<file path="src/rtl/branch_predictor.sv">
// Direct-mapped BTB with 2-bit counters: predicts fetch PC, carries the prediction
// through D/E, resolves branches/jumps in Execute, redirects and trains the table.
module branch_predictor #(
  parameter int ENTRIES = 16,
  parameter int XLEN    = 32
) (
  input  logic            clk,
  input  logic            rst_n,
  input  logic [XLEN-1:0] pcF,
  output logic            predTakenF,
  output logic [XLEN-1:0] predTargetF,
  input  logic            stallD,
  input  logic            flushD,
  input  logic            flushE,
  input  logic            validE,
  input  logic [XLEN-1:0] pcE,
  input  logic [2:0]      branchE,
  input  logic [1:0]      jumpE,
  input  logic            zeroE,
  input  logic [XLEN-1:0] targetE,
  input  logic [XLEN-1:0] pcPlus4E,
  output logic            redirectE,
  output logic [XLEN-1:0] redirectPCE,
  output logic [31:0]     branchCount,
  output logic [31:0]     mispredCount
);

  localparam int IDXW = $clog2(ENTRIES);
  localparam int TAGW = XLEN - IDXW - 2;

  logic            valid_q  [ENTRIES];
  logic [TAGW-1:0] tag_q    [ENTRIES];
  logic [XLEN-1:0] target_q [ENTRIES];
  logic [1:0]      ctr_q    [ENTRIES];

  logic            pred_taken_d_q, pred_taken_d_d;
  logic [XLEN-1:0] pred_target_d_q, pred_target_d_d;
  logic            pred_taken_e_q, pred_taken_e_d;
  logic [XLEN-1:0] pred_target_e_q, pred_target_e_d;

  logic [31:0]     branch_cnt_q, branch_cnt_d;
  logic [31:0]     mispred_cnt_q, mispred_cnt_d;

  logic            unused_pc_bits;
  assign unused_pc_bits = ^{pcF[1:0], pcE[1:0]};

  // Fetch lookup: asynchronous read, old contents during a same-cycle write.
  logic [IDXW-1:0] idx_f;
  logic [TAGW-1:0] tag_f;
  logic            hit_f;

  assign idx_f       = pcF[IDXW+1:2];
  assign tag_f       = pcF[XLEN-1:IDXW+2];
  assign hit_f       = valid_q[idx_f] && (tag_q[idx_f] == tag_f);
  assign predTakenF  = hit_f & ctr_q[idx_f][1];
  assign predTargetF = hit_f ? target_q[idx_f] : '0;

  // Prediction pipeline: flushD beats stallD.
  always_comb begin
    pred_taken_d_d  = pred_taken_d_q;
    pred_target_d_d = pred_target_d_q;
    if (flushD) begin
      pred_taken_d_d  = 1'b0;
      pred_target_d_d = '0;
    end else if (!stallD) begin
      pred_taken_d_d  = predTakenF;
      pred_target_d_d = predTargetF;
    end
    pred_taken_e_d  = flushE ? 1'b0 : pred_taken_d_q;
    pred_target_e_d = flushE ? '0   : pred_target_d_q;
  end

  always_ff @(posedge clk or negedge rst_n) begin
    if (!rst_n) begin
      pred_taken_d_q  <= 1'b0;
      pred_target_d_q <= '0;
      pred_taken_e_q  <= 1'b0;
      pred_target_e_q <= '0;
    end else begin
      pred_taken_d_q  <= pred_taken_d_d;
      pred_target_d_q <= pred_target_d_d;
      pred_taken_e_q  <= pred_taken_e_d;
      pred_target_e_q <= pred_target_e_d;
    end
  end

  // Execute resolution.
  logic is_beq, is_bne, is_jal, is_jalr, is_cond, act_taken, mispredict;

  always_comb begin
    is_beq     = (branchE == 3'b001);
    is_bne     = (branchE == 3'b010);
    is_jal     = (jumpE == 2'b01);
    is_jalr    = (jumpE == 2'b10);
    is_cond    = is_beq | is_bne;
    act_taken  = (is_beq & zeroE) | (is_bne & ~zeroE) | is_jal | is_jalr;
    mispredict = (pred_taken_e_q != act_taken)
               | (pred_taken_e_q & act_taken & (pred_target_e_q != targetE))
               | is_jalr;
    redirectE   = validE & mispredict;
    redirectPCE = (validE && act_taken) ? targetE : pcPlus4E;
  end

  // Training: JALR is never written into the table.
  logic [IDXW-1:0] idx_e;
  logic [TAGW-1:0] tag_e;
  logic            hit_e;
  logic            upd_en;
  logic            upd_valid;
  logic [TAGW-1:0] upd_tag;
  logic [XLEN-1:0] upd_target;
  logic [1:0]      upd_ctr;

  assign idx_e = pcE[IDXW+1:2];
  assign tag_e = pcE[XLEN-1:IDXW+2];
  assign hit_e = valid_q[idx_e] && (tag_q[idx_e] == tag_e);

  always_comb begin
    upd_en     = 1'b0;
    upd_valid  = valid_q[idx_e];
    upd_tag    = tag_q[idx_e];
    upd_target = target_q[idx_e];
    upd_ctr    = ctr_q[idx_e];
    if (validE && (is_cond || is_jal)) begin
      if (hit_e) begin
        upd_en = 1'b1;
        if (act_taken) begin
          upd_target = targetE;
          if (ctr_q[idx_e] != 2'b11) upd_ctr = ctr_q[idx_e] + 2'd1;
        end else if (ctr_q[idx_e] != 2'b00) begin
          upd_ctr = ctr_q[idx_e] - 2'd1;
        end
      end else if (act_taken) begin
        upd_en     = 1'b1;
        upd_valid  = 1'b1;
        upd_tag    = tag_e;
        upd_target = targetE;
        upd_ctr    = is_jal ? 2'b11 : 2'b10;
      end
    end
  end

  always_ff @(posedge clk or negedge rst_n) begin
    if (!rst_n) begin
      for (int i = 0; i < ENTRIES; i++) begin
        valid_q[i]  <= 1'b0;
        tag_q[i]    <= '0;
        target_q[i] <= '0;
        ctr_q[i]    <= 2'b01;
      end
    end else if (upd_en) begin
      valid_q[idx_e]  <= upd_valid;
      tag_q[idx_e]    <= upd_tag;
      target_q[idx_e] <= upd_target;
      ctr_q[idx_e]    <= upd_ctr;
    end
  end

  // Saturating statistics counters.
  always_comb begin
    branch_cnt_d  = branch_cnt_q;
    mispred_cnt_d = mispred_cnt_q;
    if (validE && (is_cond || is_jal || is_jalr) && (branch_cnt_q != 32'hFFFF_FFFF))
      branch_cnt_d = branch_cnt_q + 32'd1;
    if (redirectE && (mispred_cnt_q != 32'hFFFF_FFFF))
      mispred_cnt_d = mispred_cnt_q + 32'd1;
  end

  always_ff @(posedge clk or negedge rst_n) begin
    if (!rst_n) begin
      branch_cnt_q  <= '0;
      mispred_cnt_q <= '0;
    end else begin
      branch_cnt_q  <= branch_cnt_d;
      mispred_cnt_q <= mispred_cnt_d;
    end
  end

  assign branchCount  = branch_cnt_q;
  assign mispredCount = mispred_cnt_q;

endmodule

</file>
<file path="config.mk">
export PLATFORM = sky130hd
export DESIGN_NAME = branch_predictor
export DESIGN_NICKNAME = d
export VERILOG_FILES = /design/src/rtl/branch_predictor.sv
export SDC_FILE = /design/constraint.sdc
export NUM_CORES = 2
export LEC_CHECK = 0
export CAP_MARGIN = 25
export CORE_UTILIZATION = 35
export DETAILED_ROUTE_END_ITERATION = 10
export PLACE_DENSITY = 0.49
export SLEW_MARGIN = 20
export SYNTH_ARGS = -nofsm -noshare
export SYNTH_HDL_FRONTEND = slang
export SYNTH_SLANG_ARGS = --single-unit
</file>
<file path="constraint.sdc">
create_clock -name clk -period 8.6 [get_ports clk]
set_input_delay 2.15 -clock clk [delete_from_list [all_inputs] [get_ports clk]]
set_output_delay 2.15 -clock clk [all_outputs]
set_load 0.005 [all_outputs]
</file>
### Yosys cells after proc, flatten, opt, wreduce, memory -nomap -nowiden

Index checks and enable logic that the tools add are counted.

* add/sub/neg operators: 4
* $mul: 0
* div/mod/pow operators: 0
* $lt $le $gt $ge: 3
* equality and inequality tests: 12
* shifts and indexed selects: 0
* multiplexer cells: 62
* bitwise gates (word level): 15
* reduce and logical (&&, ||, !) cells: 11

Operator list (number)
* $bwmux 512: 1
* $bwmux 416: 1
* $mux 32: 12
* $bmux 32 s4: 2
* $bmux 26 s4: 2
* $mux 26: 8
* $demux 32 s4: 1
* $demux 26 s4: 1
* $add 32x1->32 const B: 2
* $ne 32x32->1 const B: 2
* $eq 26x26->1: 2
* $bwmux 32: 1
* $ne 32x32->1: 1
* $mux 2: 11
* $bmux 2 s4: 2
* $bwmux 16: 1
* $mux 1: 15
* $ge 5x5->1 const B: 2
* $not 4->5: 2
* $bmux 1 s4: 2
* $demux 2 s4: 1
* $logic_and 1x1->1: 8
* $and 1x1->1: 6
* $or 1x1->1: 6
* 14 further kinds: 15

* bits in registers: 1106
* latch bits: 0
* memory bits (writable): 0
* ROM bits: 0
* word-level logic and storage cells: 177
* memories kept: 0

### Longest topological paths before layout

* word-level depth: 11
* mapped depth: 18
* mapped depth without buffers: 11

### Worst setup path after synthesis

No wires, ideal clock.

* path kind: input to output
* from: in pcF[4]
* to: out predTargetF[10]
* arrival time: 5.526 ns
* required time: 6.450 ns
* slack: 0.924 ns
* stages on the path: 12
* path buffers: 6
* cells stage by stage: clkbuf_1 clkbuf_1 buf_1 buf_1 mux4_2 mux4_2 xnor2_1 nand3_1 or4_1 clkbuf_1 clkbuf_1 nor2b_1

* cells in the longest elaborated chain, start to end: 7
* elaborated cells on any way between the ends: 13

RTL lines
* from (decl): RTL line 9 `input logic [XLEN-1:0] pcF,`
* $not 4->5 (not written as such) (*): RTL line 54, 56
* $bmux 26 s4: RTL line 54 `assign hit_f = valid_q[idx_f] && (tag_q[idx_f] == tag_f);`
* $mux 26 (not written as such) (2 in a row): RTL line 54
* $eq 26x26->1: RTL line 54
* $logic_and 1x1->1: RTL line 54
* $mux 32 (*): RTL line 56 `assign predTargetF = hit_f ? target_q[idx_f] : '0;`
* to (decl): RTL line 11 `output logic [XLEN-1:0] predTargetF,`

Every way passes the cells marked *; elsewhere a longest branch is shown, timed or not. The select of a mux whose other input is x is not followed.

### Worst setup path in the final report

* from: in pcF[2]
* to: out predTargetF[13]

The elaborated chain is that of the path after synthesis.

==> flow_summary.json <==
{
  "worst_slew_pin_slew_ps": 1050,
  "period_share_pct": 98.3,
  "holdPathStages": 2,
  "final_area_mm2": 0.0693,
  "die-area_mm2": 0.172,
  "synth.yosys.seq_area_share_pct": 46.4,
  "hold_class": "reg -> reg",
  "clk_pin_slew_ps": 50,
  "row_count": 151,
  "die_h_um": 415,
  "syn-cell-area_mm2": 0.0597,
  "count_of_cell_types_in_the_netlist": 70,
  "power.ir.vdd_worst_mv": 0.212,
  "rsz0062_at_grt": "false",
  "power-per-cell-area_mw_per_mm2": 194,
  "async_flop_share_pct": 100,
  "grt_pass1_vias": 38698,
  "ys_dominant_reg_cell": "sky130_fd_sc_hd__dfrtp_1",
  "synthesized_instance_count": 3892,
  "yosys.area.top_type": "sky130_fd_sc_hd__dfrtp_1",
  "postPlaceCellArea_mm2": 0.0648,
  "synth_edf_count": 0,
  "placeableCoreArea_mm2": 0.169,
  "insertion_delay_ps": 800,
  "post_drt_wl_per_cell_um": 29.9,
  "ctsRootBufferMaster": "sky130_fd_sc_hd__clkbuf_16",
  "achievable-frequency_mhz": 118,
  "finalMaxSlewViolations": 0,
  "pre_cts_slack_ps": 17.0,
  "hold_viol_final": 0,
  "grt_max_degree": 167,
  "hold_buf_cts": 0,
  "regToRegSetupSlack_ps": 3370,
  "status": "finished, final reports clean",
  "final_period_minus_worst_setup_slack_ps": 8450,
  "boundaryPins": 270,
  "detail_route.drc_violations": 0,
  "start_util_pct": 35.2,
  "synth_common_cells": "sky130_fd_sc_hd__dfrtp_1, sky130_fd_sc_hd__mux2_2, sky130_fd_sc_hd__mux4_2, sky130_fd_sc_hd__buf_2, sky130_fd_sc_hd__clkbuf_1",
  "r2r_cells": 13,
  "antenna_found_initial": 4,
  "track_usage_pct": 22.5,
  "critPathCaptureType": "output pin",
  "clock-sinks": 1106,
  "gr-total-overflow": 0,
  "grt_first_pass_wirelength_um": 284000,
  "finClkSkew_ps": 37.3,
  "number_of_cts_inserted_buffers": 135,
  "share_of_cells_above_drive_strength_1_pct": 46.6,
  "syn-num-nets": 4035,
  "area_growth_pct": 16.1,
  "die_width_um": 415,
  "critPathRequiredTime_ps": 6450,
  "overall_power_w": 0.0135,
  "cts_buffer_depth": 3,
  "pre_repair_dr_iteration_count": 5,
  "routed_wirelength_um": 192000,
  "htree_num_levels": 4,
  "place.port_buffers": 265,
  "routed_via_density": 5.72,
  "worst_slew_margin_rel_pct": 30.1,
  "synth-seq-cells": 1106,
  "final_nets": 4256,
  "crit_path_max_fanout": 34,
  "critPathLaunchType": "input port",
  "tritoncts": "yes",
  "synth.most_common_cell": "sky130_fd_sc_hd__dfrtp_1",
  "detail-route-antenna-nets": 0,
  "detailroute.via_count": 36728,
  "max-cap-violations": 0,
  "critPathArrivalTime_ps": 6300,
  "post-dp-hpwl_um": 118000,
  "placer_congestion": 0.841,
  "yosysTopAreaCellShare_pct": 45.7,
  "power.leakage_nw": 31.2,
  "yosysWarnings": 0,
  "syn_avg_cell_area_um2": 15.3,
  "worst_slack_ps": 150,
  "drt_iter0_markers": 2659,
  "setup_violations": 0,
  "ys_top_cells_by_area": "sky130_fd_sc_hd__dfrtp_1, sky130_fd_sc_hd__mux4_2, sky130_fd_sc_hd__mux2_2",
  "total_negative_setup_slack_ps": 0,
  "crit_type": "in -> out"
}
-- registers in the layout, summed over array words and instances, names as in the netlist, 16 cells and up --
register and cells:
tag_q 416, pred_target_e_q 32, pred_target_d_q 32, ctr_q 32, target_q 512, mispredCount 32, valid_q 16, branchCount 32
-- placed cells by master (no fill, tap or decap), types with 33 or more instances in the layout --
cell type and count:
sky130_fd_sc_hd__a22o_1 37, sky130_fd_sc_hd__buf_4 133, sky130_fd_sc_hd__clkbuf_1 33, sky130_fd_sc_hd__clkbuf_16 136, sky130_fd_sc_hd__clkdlybuf4s50_1 255, sky130_fd_sc_hd__dfrtp_1 1090, sky130_fd_sc_hd__inv_1 47, sky130_fd_sc_hd__mux2_1 52
sky130_fd_sc_hd__mux2_2 985, sky130_fd_sc_hd__mux2i_1 94, sky130_fd_sc_hd__mux4_2 552, sky130_fd_sc_hd__nand2_1 99, sky130_fd_sc_hd__nor2_1 46, sky130_fd_sc_hd__nor2b_1 71, sky130_fd_sc_hd__xnor2_1 92, sky130_fd_sc_hd__xor2_1 50
-- metal layers --
layer	GRT usage, %	vias up	routed length (µm)
li1	-	15418	-
met1	30.3	20157	83400
met2	37.6	902	95800
met3	3.36	251	8050
met4	6.07	0	4840
met5	0	-	0
-- cells by family after synthesis --
family	share of synthesized area (%)
XOR/XNOR	2.11
multiplexers	42.1
buffers and inverters	3.47
AND/OR/NAND/NOR	3.50
adder cells (fa/ha/maj)	0.0797
AO/OA/AOI/OAI	2.31
flip-flops	46.4
-- power by group --
part	internal (W)	switching [W]	total [W]
sequential	0.00560	0.000305	0.00590
clock	0.00328	0.00235	0.00563
combinational	0.000984	0.000948	0.00193
total	0.00986	0.00361	0.0135
-- path summary, 6_finish.rpt --
kind                              endpoint       start
setup / recovery           predTargetF[13]      pcF[2]
hold / removal                   ctr_q[10]   ctr_q[10]
setup reg to reg                tag_q[194]  tag_q[318]
hold reg to reg                  ctr_q[10]   ctr_q[10]
max in group asynchronous    target_q[213]       rst_n
min in group asynchronous  branchCount[21]       rst_n
-- critical path: stages --
cell and delay (ps):
sky130_fd_sc_hd__buf_12 170, sky130_fd_sc_hd__buf_16 200, sky130_fd_sc_hd__mux4_2 520, sky130_fd_sc_hd__mux4_2 550, sky130_fd_sc_hd__xnor2_2 190, sky130_fd_sc_hd__nand4_1 280, sky130_fd_sc_hd__or4_1 580, sky130_fd_sc_hd__or4_2 640
sky130_fd_sc_hd__buf_12 210, sky130_fd_sc_hd__nor2b_1 180, sky130_fd_sc_hd__clkdlybuf4s50_1 510
-- timing repair --
| action | CTS | global route |
|---|---|---|
| endpoints found under the setup margin | 1 | 33 |
| pin swaps | 1 | 1 |
| buffers inserted | 0 | 2 |
| gates cloned | 0 | 0 |
| resized for setup | 1 | 6 |
-- cell type report --
type	count	area, µm²
Fill cell	15593	100000
Multi-Input combinational cell	2399	30100
Sequential cell	1106	27700
Timing Repair Buffer	423	4220
Clock buffer	196	3900
Tap cell	2218	2780
Clock inverter	34	435
Inverter	48	185
Antenna cell	2	5.00
-- stage by stage --
step                      util [%]  std cells  hold slack, ps
after floorplan                  -       3892             438
after global placement        38.3       6188             447
after detailed placement      38.3       6191             448
after CTS                     40.9       6421             458
after global routing          40.9       6424             467
final                         40.9       6426             457
No activity file was read; power rests on OpenSTA's default activity.
